==> src/rtl/ipic_pkg.sv <==
// rtl/ipic_pkg.sv - shared IPIC lite transaction types and arbiter state encoding
package ipic_pkg;

    localparam logic [2:0] IPIC_TYPE_SINGLE_RD = 3'd2;
    localparam logic [2:0] IPIC_TYPE_SINGLE_WR = 3'd3;

    typedef enum logic [1:0] {
        ST_IDLE  = 2'd0,
        ST_ISSUE = 2'd1,
        ST_RESP  = 2'd2,
        ST_COOL  = 2'd3
    } arb_state_e;

endpackage

==> src/rtl/rr_arbiter_core.sv <==
// rtl/rr_arbiter_core.sv - combinational round-robin pick starting just above rr_ptr
module rr_arbiter_core #(
    parameter int NUM_REQ = 4
) (
    input  logic [NUM_REQ-1:0] req_valid,
    input  logic [2:0]         rr_ptr,
    output logic [2:0]         grant_idx,
    output logic               any_valid
);

    logic [2:0] hi_idx;
    logic [2:0] lo_idx;
    logic       hi_any;
    logic       lo_any;

    // Lowest set bit above rr_ptr wins; otherwise wrap to the lowest set bit at or below it.
    always_comb begin
        hi_idx = '0;
        lo_idx = '0;
        hi_any = 1'b0;
        lo_any = 1'b0;
        for (int i = NUM_REQ - 1; i >= 0; i--) begin
            if (req_valid[i]) begin
                if (i > int'(rr_ptr)) begin
                    hi_idx = 3'(i);
                    hi_any = 1'b1;
                end else begin
                    lo_idx = 3'(i);
                    lo_any = 1'b1;
                end
            end
        end
        grant_idx = hi_any ? hi_idx : lo_idx;
        any_valid = hi_any | lo_any;
    end

endmodule

==> src/rtl/ipic_lite_arbiter.sv <==
// rtl/ipic_lite_arbiter.sv - round-robin sharing of one single-beat IPIC lite master
// Optional watchdog on the ISSUE state is built when IPIC_ARB_TIMEOUT_EN is defined.
module ipic_lite_arbiter
    import ipic_pkg::*;
#(
    parameter int NUM_REQ        = 4,
    parameter int ADDR_WIDTH     = 32,
    parameter int DATA_WIDTH     = 32,
    parameter int TIMEOUT_CYCLES = 1024
) (
    input  logic                            clk,
    input  logic                            reset_n,
    input  logic [NUM_REQ-1:0]              req_valid,
    input  logic [NUM_REQ-1:0]              req_write,
    input  logic [NUM_REQ*ADDR_WIDTH-1:0]   req_addr,
    input  logic [NUM_REQ*DATA_WIDTH-1:0]   req_wdata,
    output logic [NUM_REQ-1:0]              req_ack,
    output logic [NUM_REQ-1:0]              resp_done,
    output logic [DATA_WIDTH-1:0]           resp_rdata,
    output logic                            resp_err,
    output logic                            busy,
    output logic [2:0]                      grant_id,
    output logic [2:0]                      ipic_type,
    output logic                            ipic_start,
    input  logic                            ipic_done,
    output logic [ADDR_WIDTH-1:0]           read_addr,
    output logic [ADDR_WIDTH-1:0]           write_addr,
    output logic [DATA_WIDTH-1:0]           write_data,
    input  logic [DATA_WIDTH-1:0]           single_read_data
);

    if (NUM_REQ < 2 || NUM_REQ > 8 || DATA_WIDTH != 32 || TIMEOUT_CYCLES < 1) begin : g_param_check
        $error("ipic_lite_arbiter: unsupported parameter set");
    end

    arb_state_e state_q, state_d;
    logic [NUM_REQ-1:0]    req_ack_q, req_ack_d, resp_done_q, resp_done_d;
    logic [NUM_REQ-1:0]    gnt_oh_q, gnt_oh_d, pick_oh;
    logic [DATA_WIDTH-1:0] resp_rdata_q, resp_rdata_d, write_data_q, write_data_d;
    logic [ADDR_WIDTH-1:0] read_addr_q, read_addr_d, write_addr_q, write_addr_d;
    logic [2:0]            grant_id_q, grant_id_d, rr_ptr_q, rr_ptr_d;
    logic [2:0]            ipic_type_q, ipic_type_d;
    logic                  busy_q, busy_d, ipic_start_q, ipic_start_d, wr_q, wr_d;
    logic [2:0]            pick_idx;
    logic                  pick_any, sel_write, finish;
    logic [ADDR_WIDTH-1:0] sel_addr;
    logic [DATA_WIDTH-1:0] sel_wdata, fin_rdata;

`ifdef IPIC_ARB_TIMEOUT_EN
    localparam int TW = $clog2(TIMEOUT_CYCLES + 1);
    logic [TW-1:0] tmo_q, tmo_d;
    logic          resp_err_q, resp_err_d;
    assign resp_err = resp_err_q;
`else
    assign resp_err = 1'b0;
`endif

    rr_arbiter_core #(.NUM_REQ(NUM_REQ)) u_core (
        .req_valid (req_valid),
        .rr_ptr    (rr_ptr_q),
        .grant_idx (pick_idx),
        .any_valid (pick_any)
    );

    // One-hot select avoids indexing the request vectors with a wider-than-needed index.
    always_comb begin
        pick_oh   = '0;
        sel_write = 1'b0;
        sel_addr  = '0;
        sel_wdata = '0;
        for (int i = 0; i < NUM_REQ; i++) begin
            pick_oh[i] = (3'(i) == pick_idx);
            if (pick_oh[i]) begin
                sel_write = req_write[i];
                sel_addr  = req_addr[i*ADDR_WIDTH +: ADDR_WIDTH];
                sel_wdata = req_wdata[i*DATA_WIDTH +: DATA_WIDTH];
            end
        end
    end

    always_comb begin
        state_d      = state_q;
        req_ack_d    = '0;
        resp_done_d  = '0;
        resp_rdata_d = resp_rdata_q;
        grant_id_d   = grant_id_q;
        rr_ptr_d     = rr_ptr_q;
        gnt_oh_d     = gnt_oh_q;
        wr_d         = wr_q;
        ipic_type_d  = ipic_type_q;
        ipic_start_d = ipic_start_q;
        read_addr_d  = read_addr_q;
        write_addr_d = write_addr_q;
        write_data_d = write_data_q;
        finish       = 1'b0;
        fin_rdata    = '0;
`ifdef IPIC_ARB_TIMEOUT_EN
        tmo_d        = tmo_q;
        resp_err_d   = resp_err_q;
`endif
        case (state_q)
            ST_IDLE: begin
`ifdef IPIC_ARB_TIMEOUT_EN
                tmo_d      = '0;
                resp_err_d = 1'b0;
`endif
                if (pick_any) begin
                    req_ack_d    = pick_oh;
                    gnt_oh_d     = pick_oh;
                    rr_ptr_d     = pick_idx;
                    grant_id_d   = pick_idx;
                    wr_d         = sel_write;
                    ipic_start_d = 1'b1;
                    ipic_type_d  = sel_write ? IPIC_TYPE_SINGLE_WR : IPIC_TYPE_SINGLE_RD;
                    read_addr_d  = sel_write ? '0 : sel_addr;
                    write_addr_d = sel_write ? sel_addr : '0;
                    write_data_d = sel_write ? sel_wdata : '0;
                    state_d      = ST_ISSUE;
                end
            end
            ST_ISSUE: begin
                if (ipic_done) begin
                    finish    = 1'b1;
                    fin_rdata = wr_q ? '0 : single_read_data;
                end
`ifdef IPIC_ARB_TIMEOUT_EN
                else if (tmo_q == TW'(TIMEOUT_CYCLES - 1)) begin
                    finish     = 1'b1;
                    resp_err_d = 1'b1;
                end else begin
                    tmo_d = tmo_q + 1'b1;
                end
`endif
                if (finish) begin
                    ipic_start_d = 1'b0;
                    ipic_type_d  = '0;
                    read_addr_d  = '0;
                    write_addr_d = '0;
                    write_data_d = '0;
                    resp_rdata_d = fin_rdata;
                    resp_done_d  = gnt_oh_q;
                    state_d      = ST_RESP;
                end
            end
            ST_RESP: state_d = ST_COOL;
            // Wait for the master to drop done so it is idle before the next start.
            ST_COOL: if (!ipic_done) state_d = ST_IDLE;
            default: state_d = ST_IDLE;
        endcase
        busy_d = (state_d != ST_IDLE);
    end

    always_ff @(posedge clk or negedge reset_n) begin
        if (!reset_n) begin
            state_q      <= ST_IDLE;
            req_ack_q    <= '0;
            resp_done_q  <= '0;
            resp_rdata_q <= '0;
            grant_id_q   <= '0;
            rr_ptr_q     <= 3'(NUM_REQ - 1);
            gnt_oh_q     <= '0;
            wr_q         <= 1'b0;
            busy_q       <= 1'b0;
            ipic_type_q  <= '0;
            ipic_start_q <= 1'b0;
            read_addr_q  <= '0;
            write_addr_q <= '0;
            write_data_q <= '0;
`ifdef IPIC_ARB_TIMEOUT_EN
            tmo_q        <= '0;
            resp_err_q   <= 1'b0;
`endif
        end else begin
            state_q      <= state_d;
            req_ack_q    <= req_ack_d;
            resp_done_q  <= resp_done_d;
            resp_rdata_q <= resp_rdata_d;
            grant_id_q   <= grant_id_d;
            rr_ptr_q     <= rr_ptr_d;
            gnt_oh_q     <= gnt_oh_d;
            wr_q         <= wr_d;
            busy_q       <= busy_d;
            ipic_type_q  <= ipic_type_d;
            ipic_start_q <= ipic_start_d;
            read_addr_q  <= read_addr_d;
            write_addr_q <= write_addr_d;
            write_data_q <= write_data_d;
`ifdef IPIC_ARB_TIMEOUT_EN
            tmo_q        <= tmo_d;
            resp_err_q   <= resp_err_d;
`endif
        end
    end

    assign req_ack    = req_ack_q;
    assign resp_done  = resp_done_q;
    assign resp_rdata = resp_rdata_q;
    assign busy       = busy_q;
    assign grant_id   = grant_id_q;
    assign ipic_type  = ipic_type_q;
    assign ipic_start = ipic_start_q;
    assign read_addr  = read_addr_q;
    assign write_addr = write_addr_q;
    assign write_data = write_data_q;

endmodule

==> config.mk <==
export PLATFORM = sky130hd
export DESIGN_NAME = ipic_lite_arbiter
export DESIGN_NICKNAME = d
export VERILOG_FILES = /design/src/rtl/ipic_pkg.sv /design/src/rtl/rr_arbiter_core.sv /design/src/rtl/ipic_lite_arbiter.sv
export SDC_FILE = /design/constraint.sdc
export NUM_CORES = 1
export LEC_CHECK = 0
export ABC_AREA = 1
export ABC_CLOCK_PERIOD_IN_PS = 4600
export CORE_MARGIN = 4
export CORE_UTILIZATION = 30
export CTS_BUF_LIST = sky130_fd_sc_hd__clkbuf_8
export DETAILED_ROUTE_END_ITERATION = 6
export PLACE_DENSITY = 0.63
export SETUP_SLACK_MARGIN = 0.5
export SLEW_MARGIN = 20
export SYNTH_ARGS = -nofsm -noshare
export SYNTH_HDL_FRONTEND = slang
export SYNTH_SLANG_ARGS = --single-unit
export TNS_END_PERCENT = 1
==> constraint.sdc <==
create_clock -name clk -period 4.6 [get_ports clk]
set_clock_uncertainty 0.15 [all_clocks]
set_input_delay 1.15 -clock clk [delete_from_list [all_inputs] [get_ports clk]]
set_output_delay 1.15 -clock clk [all_outputs]
set_load 0.05 [all_outputs]
* Word-level counts from Yosys, hierarchy flattened
Index checks and enable logic that the tools add are counted.
** Storage, ports and cells
- Output and inout bits :: 145
- Register bits after elaboration :: 154
** Cells by class
- Equal/unequal tests :: 8
- Magnitude comparators :: 3
- Mux-type cells :: 68
- Reduce and logical (&&, ||, !) cells :: 7
- Bitwise logic cells :: 1
** Operators by type and width (count)
- $mux W32 :: 17
- $pmux W32 S2 :: 3
- $mux W3 :: 14
- $mux W1 :: 22
- $mux W4 :: 4
- $mux W2 :: 5
- $pmux W2 S4 :: 1
- $eq A2 B3 Y1 const A :: 2
- $gt A2 B3 Y1 const A :: 2
- $pmux W3 S2 :: 1
- $eq A2 B2 Y1 const B :: 2
- $ne A2 B2 Y1 const B :: 2
- $reduce_and A2 Y1 :: 2
- $reduce_bool A2 Y1 :: 2
- $eq A1 B3 Y1 const A :: 1
- $gt A1 B3 Y1 const A :: 1
- $logic_not A3 Y1 :: 1
- $reduce_and A3 Y1 :: 1
- $eq A2 B1 Y1 const B :: 1
- $logic_not A2 Y1 :: 1
- $pmux W1 S2 :: 1
- $or A1 B1 Y1 :: 1

* Longest topological paths before layout
- Word-level depth :: 17
- Mapped depth :: 14

* Cells and area by module
A second synthesis with hierarchy kept.
** Unflattened totals
- Cells, all modules :: 1246
- Area, all modules :: 8878.5 um^2
** By module, submodules not included
- ipic_lite_arbiter :: cells each 1217, area each 8743.4 um^2, instances 1
- rr_arbiter_core :: cells each 29, area each 135.1 um^2, instances 1

* Worst setup path after synthesis
No wires, ideal clock.
- Path type :: input to register
- Start :: input port req_valid[3]
- End :: register read_addr_q[12], in the netlist read_addr[12]
- Buffers on the path :: 2
- Stages :: 13
- Setup time :: 0.118 ns
- Arrival :: 2.299 ns
- Setup slack :: 2.033 ns
- Cells stage by stage :: nand3_1 nand2_1 inv_2 o21ai_4 nand2_2 buf_6 nor2_8 buf_4 nand2_1 nand2_1 nand2_1 nand3_1 nand2_1
** Between the ends
- Word-level cells in the longest chain between the ends :: 15
** RTL lines
- from (decl) :: line ipic_lite_arbiter.sv:13 : input logic [NUM_REQ-1:0] req_valid,
- $mux W3 :: line rr_arbiter_core.sv:23 : if (req_valid[i]) begin
- $mux W3 :: line rr_arbiter_core.sv:24 : if (i > int'(rr_ptr)) begin
- $mux W3 :: line rr_arbiter_core.sv:23
- $mux W3 :: line rr_arbiter_core.sv:24
- $mux W3 (2 in series) :: line rr_arbiter_core.sv:23
- $mux W3 :: line rr_arbiter_core.sv:33 : grant_idx = hi_any ? hi_idx : lo_idx;
- $logic_not A3 Y1 :: line ipic_lite_arbiter.sv:72 : pick_oh[i] = (3'(i) == pick_idx);
- $mux W32 or $mux W1 (tied branches) (4 in series) :: line ipic_lite_arbiter.sv:73 : if (pick_oh[i]) begin
- $mux W32 :: line ipic_lite_arbiter.sv:115 : read_addr_d = sel_write ? '0 : sel_addr;
- $mux W32 :: line ipic_lite_arbiter.sv:107 : if (pick_any) begin
- $pmux W32 S2 :: line ipic_lite_arbiter.sv:101 : case (state_q)
- to (signal assigned) :: line ipic_lite_arbiter.sv:185 : read_addr_q <= read_addr_d;
- to (decl) :: line ipic_lite_arbiter.sv:40 : logic [ADDR_WIDTH-1:0] read_addr_q, read_addr_d, write_addr_q, write_addr_d;
Several ways; a longest one is shown, not always the timed one. The select of a mux whose other input is x is not followed.
A chain may end at the register's enable or synchronous reset.

* Final worst setup path
- Start :: input port req_valid[3]
- End :: register write_data_q[2], in the netlist write_data[2]
** Between the ends
- Word-level cells in the longest chain between the ends :: 15
** RTL lines
- $mux W3 :: line rr_arbiter_core.sv:23
- $mux W3 :: line rr_arbiter_core.sv:24
- $mux W3 :: line rr_arbiter_core.sv:23
- $mux W3 :: line rr_arbiter_core.sv:24
- $mux W3 (2 in series) :: line rr_arbiter_core.sv:23
- $mux W3 :: line rr_arbiter_core.sv:33
- $logic_not A3 Y1 :: line ipic_lite_arbiter.sv:72
- $mux W32 or $mux W1 (tied branches) (4 in series) :: line ipic_lite_arbiter.sv:73
- $mux W32 :: line ipic_lite_arbiter.sv:117 : write_data_d = sel_write ? sel_wdata : '0;
- $mux W32 :: line ipic_lite_arbiter.sv:107
- $pmux W32 S2 :: line ipic_lite_arbiter.sv:101
- to (signal assigned) :: line ipic_lite_arbiter.sv:187 : write_data_q <= write_data_d;
- to (decl) :: line ipic_lite_arbiter.sv:39 : logic [DATA_WIDTH-1:0] resp_rdata_q, resp_rdata_d, write_data_q, write_data_d;
Several ways; a longest one is shown, not always the timed one. The select of a mux whose other input is x is not followed.

==> run metrics <==
VDD IR-drop max=0.314 mV; crit share post-route=79.5%; via count=9311; Iter 0 DRT Violations=500; hold path cells=2; r2r setup slk=1.62 ns; die area=31500 µm²; Yosys warning count=0; Max-slew headroom=28.4%; worst slew pin tran=1.07 ns; global route overflow=0; clk_lat worst skew=0.43 ns; Port Buf Inserts=440; global-route wire length before repair=52400 µm; layout net count=1907; gpl congestion=0.883; Cells after Synth=1216; Clock power frac=12.3%; post-DP HPWL=25400 µm; pre-CTS setup slack=0.462 ns; switching pwr=4.67 mW; Net Sw Frac=54.0%; final setup fails=0; Root Buffer=clkbuf_8; Crit. End Element=register; CTS Hold Buffers Added=0; Num CTS Buffers=17; post-CTS setup buffer count=0; Hold Violations, Final=0; row count=61; clock tree buffer depth=2; critical path peak fanout=44; status=completed; Int Pwr=3.98 mW; Fmax=0.274 GHz; area growth from synthesis to layout=58.2%; drt pass-1 iters=5; Post-Syn Area=8610 µm²; Power per Cell Area=636 nW/µm²; largest net degree at the start of global routing=90; antenna viol nets, final=0; Reg power frac=23.3%; Total Wirelength=34800 µm; worst flop-to-flop path startpoint=rr_ptr_q[1]$_DFFE_PN1P_; RSZ-0062 raised after global routing=false; Comb pwr share=64.4%; TritonCTS clock tree=yes; Die H=177 µm; core outline area=28000 µm²; share of layout cells above drive strength 1=4.32%; R2R depth=10; element type at the critical path start=primary input; Crit Path Category=primary input to register; FF-to-FF End=write_data[2]$_DFFE_PN0P_; number of remaining DRC errors=0; hold_sp=grant_id[1]$_DFFE_PN0P_; sum of negative setup slack=0 ns; worst path arrival time=3.83 ns; CTS sink cnt=150; total track usage=21.3%; die width=177 µm; Avg Inst Size Synth=7.08 µm²; min cycle time layout=3.66 ns; Required @ worst endpoint=4.78 ns; Crit. Startpoint=req_valid[3]; Fillers=2785; Setup WS post-layout=0.945 ns; MaxCap Viol Count=0; initial antenna violation count=2; vias in the first global route=9368; Clock transition at path regs=0.08 ns; H-tree Lvls=4; via/cell ratio=4.65; Seq/Total Area, Yosys=43.6%; end of the worst hold path=grant_id[1]$_DFFE_PN0P_; HP Class=register to register; DR WL/cell=17.4 µm; initial core utilization=30.7%; pins over their slew limit=0; synth unique cells=31; I/O pins=444; Seq cells post-synth=150; Static Leak=6.53 nW; post-cts sizing count=0
## layout make-up
class,count,area [µm²],share of cell area [%]
repair buffers,456,4550,33.4
multi-input cells,867,4000,29.4
flip-flops and latches,150,3760,27.6
well taps,378,473,3.47
inverters,116,435,3.20
clock buffers,19,262,1.92
clock inverters,13,135,0.993
diodes,2,5.00,0.0368
## power by group through the flow
stage	sequential, mW	combinational (mW)	clock [mW]
final	2.02	5.57	1.07
after detailed placement	2.04	5.64	0
after CTS	2.02	5.66	1.10
after floorplan	3.39	2.41	0
after global routing	2.08	6.08	1.15
after global placement	2.03	5.60	0
## flip-flops by register name (all words and copies together), names as in the netlist
register / cells
busy: 1
gnt_oh_q: 4
grant_id: 2
ipic_start: 1
ipic_type: 1
read_addr: 32
req_ack: 4
resp_done: 4
resp_rdata: 32
rr_ptr_q: 2
state_q: 2
wr_q: 1
write_addr: 32
write_data: 32
## metal layers
metal	vias to the layer above	track usage (%)	routed length (µm)
met5	-	0	0
met4	0	7.19	1030
met3	47	6.60	3020
met2	344	37.2	17200
met1	4304	24.7	13500
li1	4616	-	-
## worst max-delay path by stage
stage,end,cells past startpoint
global route,write_data[24]$_DFFE_PN0P_,11
floorplan,read_addr[12]$_DFFE_PN0P_,13
global placement,write_data[1]$_DFFE_PN0P_,11
finish,write_data[2]$_DFFE_PN0P_,11
CTS,write_data[21]$_DFFE_PN0P_,11
detailed placement,write_data[21]$_DFFE_PN0P_,11
## cells by family (layout without fill, tap and decap cells)
| group | count (synthesis) | in the layout | synth area share [%] |
|---|---|---|---|
| simple gates | 732 | 732 | 36.3 |
| buf+inv | 201 | 604 | 10.4 |
| other cells | 1 | 5 | 0.0436 |
| flops | 150 | 150 | 43.6 |
| compound gates | 132 | 132 | 9.67 |
## critical path: stages
cell and delay (ns):
clkdlybuf4s50_1 0.53, nand3_1 0.10, nand2_1 0.12, inv_2 0.05
o21ai_4 0.15, nand2_4 0.39, nand3b_1 0.22, nand2_1 0.08
nand2_2 0.10, nand3_2 0.57, o21bai_1 0.36
## layout by cell type (no fill, tap or decap), drive strengths merged, types with 2 or more instances in the layout
| cell | n |
|---|---|
| nand4 | 34 |
| clkinv | 3 |
| nand3 | 118 |
| nand2 | 506 |
| clkinvlp | 4 |
| o21a | 24 |
| a21oi | 2 |
| o22ai | 4 |
| dfrtp | 148 |
| clkbuf | 19 |
| dfstp | 2 |
| nand3b | 25 |
| nor2 | 47 |
| o21ai | 70 |
| clkdlybuf4s50 | 439 |
| o21bai | 31 |
| diode | 2 |
| buf | 17 |
| inv | 121 |
| conb | 3 |
## synth_stat cells
cell / count / area share, %
inv_1: 112 / 4.9
dfstp_2: 2 / 0.61
o21ai_1: 1 / 0.058
o21bai_1: 31 / 2.7
nand3_2: 1 / 0.12
buf_2: 32 / 1.9
inv_2: 4 / 0.17
o21a_1: 24 / 2.1
a21oi_2: 1 / 0.10
or2_2: 1 / 0.073
nand4_1: 34 / 2.5
nand3_1: 117 / 6.8
o22ai_1: 4 / 0.29
buf_6: 5 / 0.65
buf_1: 2 / 0.087
nand2_4: 1 / 0.13
nand3b_1: 25 / 2.2
nand2_2: 3 / 0.22
clkbuf_1: 30 / 1.3
a21oi_1: 1 / 0.058
nor3_1: 1 / 0.058
nor2_8: 1 / 0.23
o21ai_0: 68 / 4.0
nand2_1: 502 / 22
nor2_2: 3 / 0.22
conb_1: 1 / 0.044
o21ai_4: 1 / 0.19
dfrtp_1: 148 / 43
nor2_1: 43 / 1.9
buf_4: 16 / 1.4
a21boi_4: 1 / 0.22
## stage by stage
step / hold slack (ns) / std cells / util [%] / area (µm²) / total power [mW]
floorplan: 0.310 / 1218 / - / 8610 / 5.80
global placement: 0.309 / 1967 / 47.2 / 13200 / 7.63
detailed placement: 0.315 / 1967 / 47.2 / 13200 / 7.68
CTS: 0.338 / 1999 / 48.6 / 13600 / 8.78
global route: 0.350 / 2000 / 48.6 / 13600 / 9.31
finish: 0.335 / 2001 / 48.6 / 13600 / 8.65
(Power assumes the default switching activity.)
